`src/rtl/spi_master_xfer_seq_if.sv`:
```
// spi_master_xfer_seq_if
//   Bundles the system-side valid/ready byte streams and the SPI master
//   strobe bus of the transfer sequencer.
//   slave  : sequencer view (drives s_ready, m_*, SPI strobes, busy)
//   master : environment view (drives s_data/s_valid, m_ready, dout_master)
interface spi_master_xfer_seq_if;
   logic [7:0] s_data;
   logic       s_valid;
   logic       s_ready;
   logic [7:0] m_data;
   logic       m_valid;
   logic       m_ready;
   logic [7:0] din_master;
   logic       ld_master;
   logic       start;
   logic       rd_master;
   logic [7:0] dout_master;
   logic       busy;

   modport slave (
      input  s_data, s_valid, m_ready, dout_master,
      output s_ready, m_data, m_valid, din_master, ld_master, start, rd_master, busy
   );

   modport master (
      output s_data, s_valid, m_ready, dout_master,
      input  s_ready, m_data, m_valid, din_master, ld_master, start, rd_master, busy
   );
endinterface

```
`src/rtl/spi_master_xfer_seq.sv`:
```
// spi_master_xfer_seq
//   Byte-stream sequencer in front of an SPI master. Outgoing bytes queue in a
//   TX FIFO; one transfer at a time is loaded (ld_master), started (start),
//   waited out for XFER_CYCLES cycles, read back (rd_master) and the received
//   byte is pushed into an RX FIFO exposed as a valid/ready stream.
// Ports
//   mclk, rst   : clock, asynchronous active-high reset
//   bus (slave) : s_data/s_valid/s_ready  TX byte stream in
//                 m_data/m_valid/m_ready  RX byte stream out
//                 din_master/ld_master/start/rd_master/dout_master  SPI master
//                 busy  sequencer not idle
//   xfer_count  : completed transfers, saturating (only with SPI_SEQ_XFER_CNT_EN)
// Macro SPI_SEQ_XFER_CNT_EN enables the xfer_count port and counter.
module spi_master_xfer_seq #(
   parameter int DEPTH       = 4,
   parameter int XFER_CYCLES = 16
) (
   input  logic                 mclk,
   input  logic                 rst,
   spi_master_xfer_seq_if.slave bus
`ifdef SPI_SEQ_XFER_CNT_EN
   , output logic [15:0]        xfer_count
`endif
);

   localparam int AW = $clog2(DEPTH);
   localparam int CW = $clog2(XFER_CYCLES + 1);

   typedef enum logic [2:0] {IDLE, LOAD, START, WAIT, READ, CAPT} state_t;

   state_t state, state_nxt;
   logic [CW-1:0] cnt;

   // ---------------- TX FIFO ----------------
   logic [7:0]  tx_mem [DEPTH];
   logic [AW:0] tx_wp, tx_rp;
   logic        tx_empty, tx_full, tx_push, tx_pop;

   assign tx_empty = (tx_wp == tx_rp);
   assign tx_full  = (tx_wp[AW] != tx_rp[AW]) && (tx_wp[AW-1:0] == tx_rp[AW-1:0]);
   assign tx_push  = bus.s_valid && !tx_full;
   assign tx_pop   = (state == LOAD);

   always_ff @(posedge mclk)
      if (tx_push) tx_mem[tx_wp[AW-1:0]] <= bus.s_data;

   always_ff @(posedge mclk or posedge rst)
      if (rst) begin
         tx_wp <= '0;
         tx_rp <= '0;
      end else begin
         if (tx_push) tx_wp <= tx_wp + 1'b1;
         if (tx_pop)  tx_rp <= tx_rp + 1'b1;
      end

   // ---------------- RX FIFO ----------------
   logic [7:0]  rx_mem [DEPTH];
   logic [AW:0] rx_wp, rx_rp;
   logic        rx_empty, rx_full, rx_push, rx_pop;

   assign rx_empty = (rx_wp == rx_rp);
   assign rx_full  = (rx_wp[AW] != rx_rp[AW]) && (rx_wp[AW-1:0] == rx_rp[AW-1:0]);
   // CAPT never sees a full RX: IDLE only leaves with a free slot and pops
   // during the transfer only add space.
   assign rx_push  = (state == CAPT);
   assign rx_pop   = !rx_empty && bus.m_ready;

   always_ff @(posedge mclk)
      if (rx_push) rx_mem[rx_wp[AW-1:0]] <= bus.dout_master;

   always_ff @(posedge mclk or posedge rst)
      if (rst) begin
         rx_wp <= '0;
         rx_rp <= '0;
      end else begin
         if (rx_push) rx_wp <= rx_wp + 1'b1;
         if (rx_pop)  rx_rp <= rx_rp + 1'b1;
      end

   assign bus.s_ready = !tx_full;
   assign bus.m_valid = !rx_empty;
   // Gate the head so an empty (possibly never-written) RAM reads as zero.
   assign bus.m_data  = rx_empty ? 8'h00 : rx_mem[rx_rp[AW-1:0]];

   // ---------------- FSM ----------------
   always_ff @(posedge mclk or posedge rst)
      if (rst) begin
         state <= IDLE;
         cnt   <= '0;
      end else begin
         state <= state_nxt;
         if (state == START)                 cnt <= CW'(XFER_CYCLES - 1);
         else if (state == WAIT && cnt != '0) cnt <= cnt - 1'b1;
      end

   always_comb begin
      state_nxt = state;
      case (state)
         IDLE:  if (!tx_empty && !rx_full) state_nxt = LOAD;
         LOAD:  state_nxt = START;
         START: state_nxt = WAIT;
         WAIT:  if (cnt == '0) state_nxt = READ;
         READ:  state_nxt = CAPT;
         CAPT:  state_nxt = IDLE;
         default: state_nxt = IDLE;
      endcase
   end

   // din_master shows the TX head during LOAD and holds it afterwards.
   logic [7:0] din_q;
   always_ff @(posedge mclk or posedge rst)
      if (rst)               din_q <= 8'h00;
      else if (state == LOAD) din_q <= tx_mem[tx_rp[AW-1:0]];

   always_comb begin
      bus.ld_master  = 1'b0;
      bus.start      = 1'b0;
      bus.rd_master  = 1'b0;
      bus.busy       = (state != IDLE);
      bus.din_master = din_q;
      case (state)
         LOAD: begin
            bus.ld_master  = 1'b1;
            bus.din_master = tx_mem[tx_rp[AW-1:0]];
         end
         START: bus.start     = 1'b1;
         READ:  bus.rd_master = 1'b1;
         default: ;
      endcase
   end

`ifdef SPI_SEQ_XFER_CNT_EN
   logic [15:0] xfer_cnt;
   always_ff @(posedge mclk or posedge rst)
      if (rst)                                   xfer_cnt <= '0;
      else if (state == CAPT && xfer_cnt != 16'hFFFF) xfer_cnt <= xfer_cnt + 16'd1;
   assign xfer_count = xfer_cnt;
`endif

endmodule

```
`src/flat_wrapper.sv`:
```
// flat-port wrapper written by rule: the top's interface ports become plain ports
module spi_master_xfer_seq_flat 
#(
   parameter int DEPTH       = 4,
   parameter int XFER_CYCLES = 16
)
  (mclk, rst, bus_s_data, bus_s_valid, bus_m_ready, bus_dout_master, bus_s_ready, bus_m_data, bus_m_valid, bus_din_master, bus_ld_master, bus_start, bus_rd_master, bus_busy);
  spi_master_xfer_seq_if bus_i ();
  input  logic mclk;
  input  logic rst;
  input wire logic [$bits(bus_i.s_data)-1:0] bus_s_data;
  input wire logic [$bits(bus_i.s_valid)-1:0] bus_s_valid;
  input wire logic [$bits(bus_i.m_ready)-1:0] bus_m_ready;
  input wire logic [$bits(bus_i.dout_master)-1:0] bus_dout_master;
  output wire logic [$bits(bus_i.s_ready)-1:0] bus_s_ready;
  output wire logic [$bits(bus_i.m_data)-1:0] bus_m_data;
  output wire logic [$bits(bus_i.m_valid)-1:0] bus_m_valid;
  output wire logic [$bits(bus_i.din_master)-1:0] bus_din_master;
  output wire logic [$bits(bus_i.ld_master)-1:0] bus_ld_master;
  output wire logic [$bits(bus_i.start)-1:0] bus_start;
  output wire logic [$bits(bus_i.rd_master)-1:0] bus_rd_master;
  output wire logic [$bits(bus_i.busy)-1:0] bus_busy;
  assign bus_i.s_data = bus_s_data;
  assign bus_i.s_valid = bus_s_valid;
  assign bus_i.m_ready = bus_m_ready;
  assign bus_i.dout_master = bus_dout_master;
  assign bus_s_ready = bus_i.s_ready;
  assign bus_m_data = bus_i.m_data;
  assign bus_m_valid = bus_i.m_valid;
  assign bus_din_master = bus_i.din_master;
  assign bus_ld_master = bus_i.ld_master;
  assign bus_start = bus_i.start;
  assign bus_rd_master = bus_i.rd_master;
  assign bus_busy = bus_i.busy;
  spi_master_xfer_seq #(.DEPTH(DEPTH), .XFER_CYCLES(XFER_CYCLES)) u_core (.mclk(mclk), .rst(rst), .bus(bus_i));
endmodule
```
`config.mk`:
```
export PLATFORM = sky130hd
export DESIGN_NAME = spi_master_xfer_seq_flat
export DESIGN_NICKNAME = d
export VERILOG_FILES = /design/src/rtl/spi_master_xfer_seq_if.sv /design/src/rtl/spi_master_xfer_seq.sv /design/src/flat_wrapper.sv
export SDC_FILE = /design/constraint.sdc
export NUM_CORES = 1
export LEC_CHECK = 0
export ABC_AREA = 1
export ABC_CLOCK_PERIOD_IN_PS = 1900
export CAP_MARGIN = 15
export CELL_PAD_IN_SITES_DETAIL_PLACEMENT = 2
export CELL_PAD_IN_SITES_GLOBAL_PLACEMENT = 2
export CORE_ASPECT_RATIO = 1.5
export CORE_MARGIN = 2
export CORE_UTILIZATION = 37
export DETAILED_ROUTE_END_ITERATION = 6
export PLACE_DENSITY_LB_ADDON = 0.1
export SYNTH_ARGS = -nofsm -noshare
export SYNTH_HDL_FRONTEND = slang
export SYNTH_SLANG_ARGS = --single-unit
```
`constraint.sdc`:
```
create_clock -name mclk -period 1.9 [get_ports mclk]
set_input_delay 0.19 -clock mclk [delete_from_list [all_inputs] [get_ports mclk]]
set_output_delay 0.19 -clock mclk [all_outputs]
set_load 0.005 [all_outputs]
```
==> results <==
- The power density of the placed cells is around 1800 nW/um2.
- Measured in cells, the most critical reg-to-reg path has a length of 9.
- After layout, the worst path uses 105% of the clock period.
- The quantity of hold-fixing buffers added after cts is 0.
- The classification of the worst-slack hold path is input pin to async pin.
- The startpoint of the lowest-slack register-to-register path is u_core.tx_rp[0].
- Max-cap violations in this run came to 0.
- The checks that failed: negative setup slack.
- The clock tree from TritonCTS is built.
- The number of primary I/O pins is 42.
- Setup violations remaining at the end of the flow were counted as 5.
- Once placement completed, the tool counted placed cells totaling 561.
- The share of the yosys chip area belonging to registers is approximately two thirds.
- The leakage power total is between 2 and 2.5 nW.
- The upper clock frequency limit is ~500 MHz.
- The number of sinks on the clock net is roughly 90.
- The clock tree synthesis step divided the H-tree into 3 levels.
- The mean area per synthesized cell is 11.0 um2.
- At the worst endpoint, the arrival time is roughly 1800 ps.
- The number of routed nets with antenna violations is 0.
- The layout overhead on the synthesized area is 38.6%.
- The post-place instance area is between 4000 and 5000 um2.
- The via count of the first global-routing pass is 3,275.
- The critical path capture point is bus_m_data[5].
- In this run the worst path has a maximum fanout of 6.
- The net count of the finished layout is 503.
- Clock latency on the worst-skew pair, taken at its later pin, is 350 ps.
- The total congestion overflow after global routing is 0.
- The cell area after technology mapping is 4000 um2.
- Wires add up to between 10,000 and 15,000 um.
- Dividing the detail-routed wire length by the instance count gives about 20 um.
- The hold slack is about 240 ps.
- After layout, the worst setup slack is -98.2 ps.
- When the netlist entered floorplanning its net count stood at roughly 400.
- The clock slew seen by the registers of the worst setup and hold paths is approximately 70 ps.
- The area of the core is between 10,000 and 15,000 um2.
- The worst-case setup slack after placement is approximately 110 ps.
- The number of antenna diodes in the final layout is 0.
- The count of cells in the finished layout, fillers not included, comes to approximately 620.
- After detailed routing, the number of remaining DRC violations is 0.
- The wire length of the first global-routing pass is roughly 17,000 um.
- For the pin with the worst max-slew slack, the measured transition is between 400 and 500 ps.
- The longest clock path from root to sink contains 2 buffers.
- The count of endpoints failing hold in the final timing report is 0.
- The TritonCTS buffer count is 9.
- The type of element capturing the critical path is an output port.
- The effective utilization at floorplan is 38.0%.
- The area of the die is around 12,000 um2.
- Yosys printed 0 warnings.
- After technology mapping, the gate count stands at between 300 and 400.
- Buffers placed on the I/O ports in this run total 41.
- After routing the design area is 5540 um2.
- Entering global routing, the biggest net connects 29 pins.
- The CTS root buffer is clkbuf_16.
- Once detailed placement completed, the half-perimeter wirelength came to around 6700 um.
- The count of vias placed by the detailed router is 3,022.
- In this run the critical register-to-register path is captured at u_core.tx_mem[3][4].
- The run finished, with violations left.
- IR analysis of the VDD net gives a maximum drop of around 0.87 mV.
- Cells with a size suffix above 1 make up approximately 29% of the layout.
- In this run the worst setup path begins at u_core.rx_rp[0].
- After detailed routing, the number of vias per cell comes to 4.87.
- Measured along the y axis, the die boundary spans 131 um.
- The synthesized netlist contains 30 unique library cells.
- In the global route stage, overall resource usage came out at between 10% and 20%.
- The number of placement rows is 46.
- In this run, the number of DRC markers left after iteration 0 of detailed routing was between 100 and 150.
- The number of antenna violations at the first check in global routing is 0.
- The worst-case clock skew is 11.1 ps.
- The horizontal extent of the die is 88.9 um.
- The count of pins over their slew limit is 0.
- The first-pass detailed-route iteration total is 4.
- Setup repair after global routing could not meet its margin everywhere.
- The worst setup path is of the flip-flop to output port kind.
- The headroom to the max-slew limit is 71.3%.
- At the end of routability-driven placement, the weighted congestion stood at roughly 0.73.
- The minimum period implied by the final worst setup slack is 2000 ps.
- For flop-to-flop paths, the worst setup slack is approximately 130 ps.
- The data required time at the worst endpoint is approximately 1700 ps.
- The synthesized design contains around 90 register bits.
- The worst setup path is launched from a flip-flop.
- The power after layout is 0.00997 W.
flip-flops by register name (all words and copies together), names as in the netlist:
signal and count:
u_core.rx_wp 3, u_core.tx_rp 3, u_core.cnt 5, u_core.rx_rp 3, u_core.din_q 8, u_core.tx_mem 32, u_core.tx_wp 3, u_core.state 3
u_core.rx_mem 32
what timing repair did:
action,CTS,global route
pin swaps,7,7
setup endpoints to repair,19,20
cloned,2,2
resized for setup,56,53
setup buffers,17,23
cells in the mapped netlist:
master    instances  share of area (%)
a21oi_1           1               0.12
a22oi_1           1               0.19
a31oi_1           1               0.16
buf_2             7               0.88
buf_4             1               0.19
buf_6             2               0.56
clkbuf_2          1               0.12
dfrtp_1          28                 18
edfxtp_1         64                 48
ha_1             11                3.4
inv_1            37                3.5
inv_2             2               0.19
inv_4             2               0.31
nand2_1          64                6.0
nand2_2           1               0.16
nand2_4           2               0.56
nand3_1           7               0.88
nand3_2           3               0.75
nand3_4           1               0.44
nand3b_1          1               0.19
nor2_1           55                5.2
nor3_4            1               0.41
o211ai_1          2               0.38
o21ai_0          43                5.4
o21ai_1           4               0.50
o22ai_1           8                1.3
or2_2             1               0.16
xnor2_1           4               0.88
xnor2_2           1               0.41
xor2_1            6                1.3
placed cells by master (no fill, tap or decap), types with 3 or more instances in the layout:
cell type,count
inv_1,30
o21ai_1,18
dfrtp_1,23
dlygate4sd2_1,10
nor2_2,8
nor2_4,3
nor2_1,44
nand3_4,3
ha_1,11
xor2_1,6
clkdlybuf4s50_1,23
o21ai_2,3
nand3_2,3
xnor2_1,4
buf_4,54
clkdlybuf4s15_1,3
o21ai_0,26
inv_2,7
buf_6,8
nand3_1,6
clkbuf_16,9
buf_12,3
o22ai_1,8
nand2_1,55
edfxtp_1,64
dfrtp_2,5
nand2_4,5
inv_4,3
nand2_2,7
inv_6,4
final cells by class:
| class | count | area [um2] |
|---|---|---|
| clock buffers | 9 | 225 |
| inverters | 41 | 174 |
| multi-input cells | 219 | 1270 |
| repair inverters | 2 | 17.5 |
| flip-flops and latches | 92 | 2630 |
| repair buffers | 107 | 951 |
| well taps | 144 | 180 |
| fillers | 1053 | 4990 |
| clock inverters | 7 | 97.6 |
metrics by stage:
stage / util (%) / setup TNS [ps]
finish: 52.6 / -249
global route: 52.6 / -1140
CTS: 49.9 / -302
detailed placement: 44.8 / 0
global placement: 44.8 / 0
floorplan: - / 0
worst min path at each step:
stage | startpoint | cells past startpoint | end
floorplan | rst | 1 | u_core.cnt[0]
global placement | u_core.din_q[1] | 2 | u_core.din_q[1]
global route | rst | 3 | u_core.cnt[3]
finish | rst | 3 | u_core.cnt[4]
detailed placement | u_core.din_q[6] | 2 | u_core.din_q[6]
CTS | rst | 3 | u_core.cnt[3]
report_power, final:
part,total [W],internal [W],switching (W)
clock,0.00198,0.00116,0.000820
combinational,0.00501,0.00228,0.00273
sequential,0.00298,0.00266,0.000327
cell families (layout without fill, tap and decap cells):
logic type,count (synthesis),after routing,share of synthesized area [%]
AO/OA/AOI/OAI,60,60,7.98
adder cells (fa/ha/maj),11,11,3.44
flip-flops,92,92,65.6
AND/OR/NAND/NOR,136,137,14.7
XOR/XNOR,11,11,2.60
buffers and inverters,52,166,5.72
worst max-delay path, stage by stage (launching register included):
cell	delay, ps
dfrtp_2	440
buf_4	140
buf_4	140
o21ai_0	210
o22ai_1	150
nand2_1	80
inv_1	40
dlygate4sd2_1	250
routing by layer:
| layer | track usage, % | up-vias | part of all wire (%) |
|---|---|---|---|
| met2 | 37.2 | 51 | 58 |
| met3 | 3.02 | 20 | 2.1 |
| li1 | - | 1423 | - |
| met4 | 5.56 | 0 | 2.6 |
| met1 | 21.2 | 1528 | 37 |
| met5 | 0 | - | 0 |
Power figures use the tool's default switching activity.
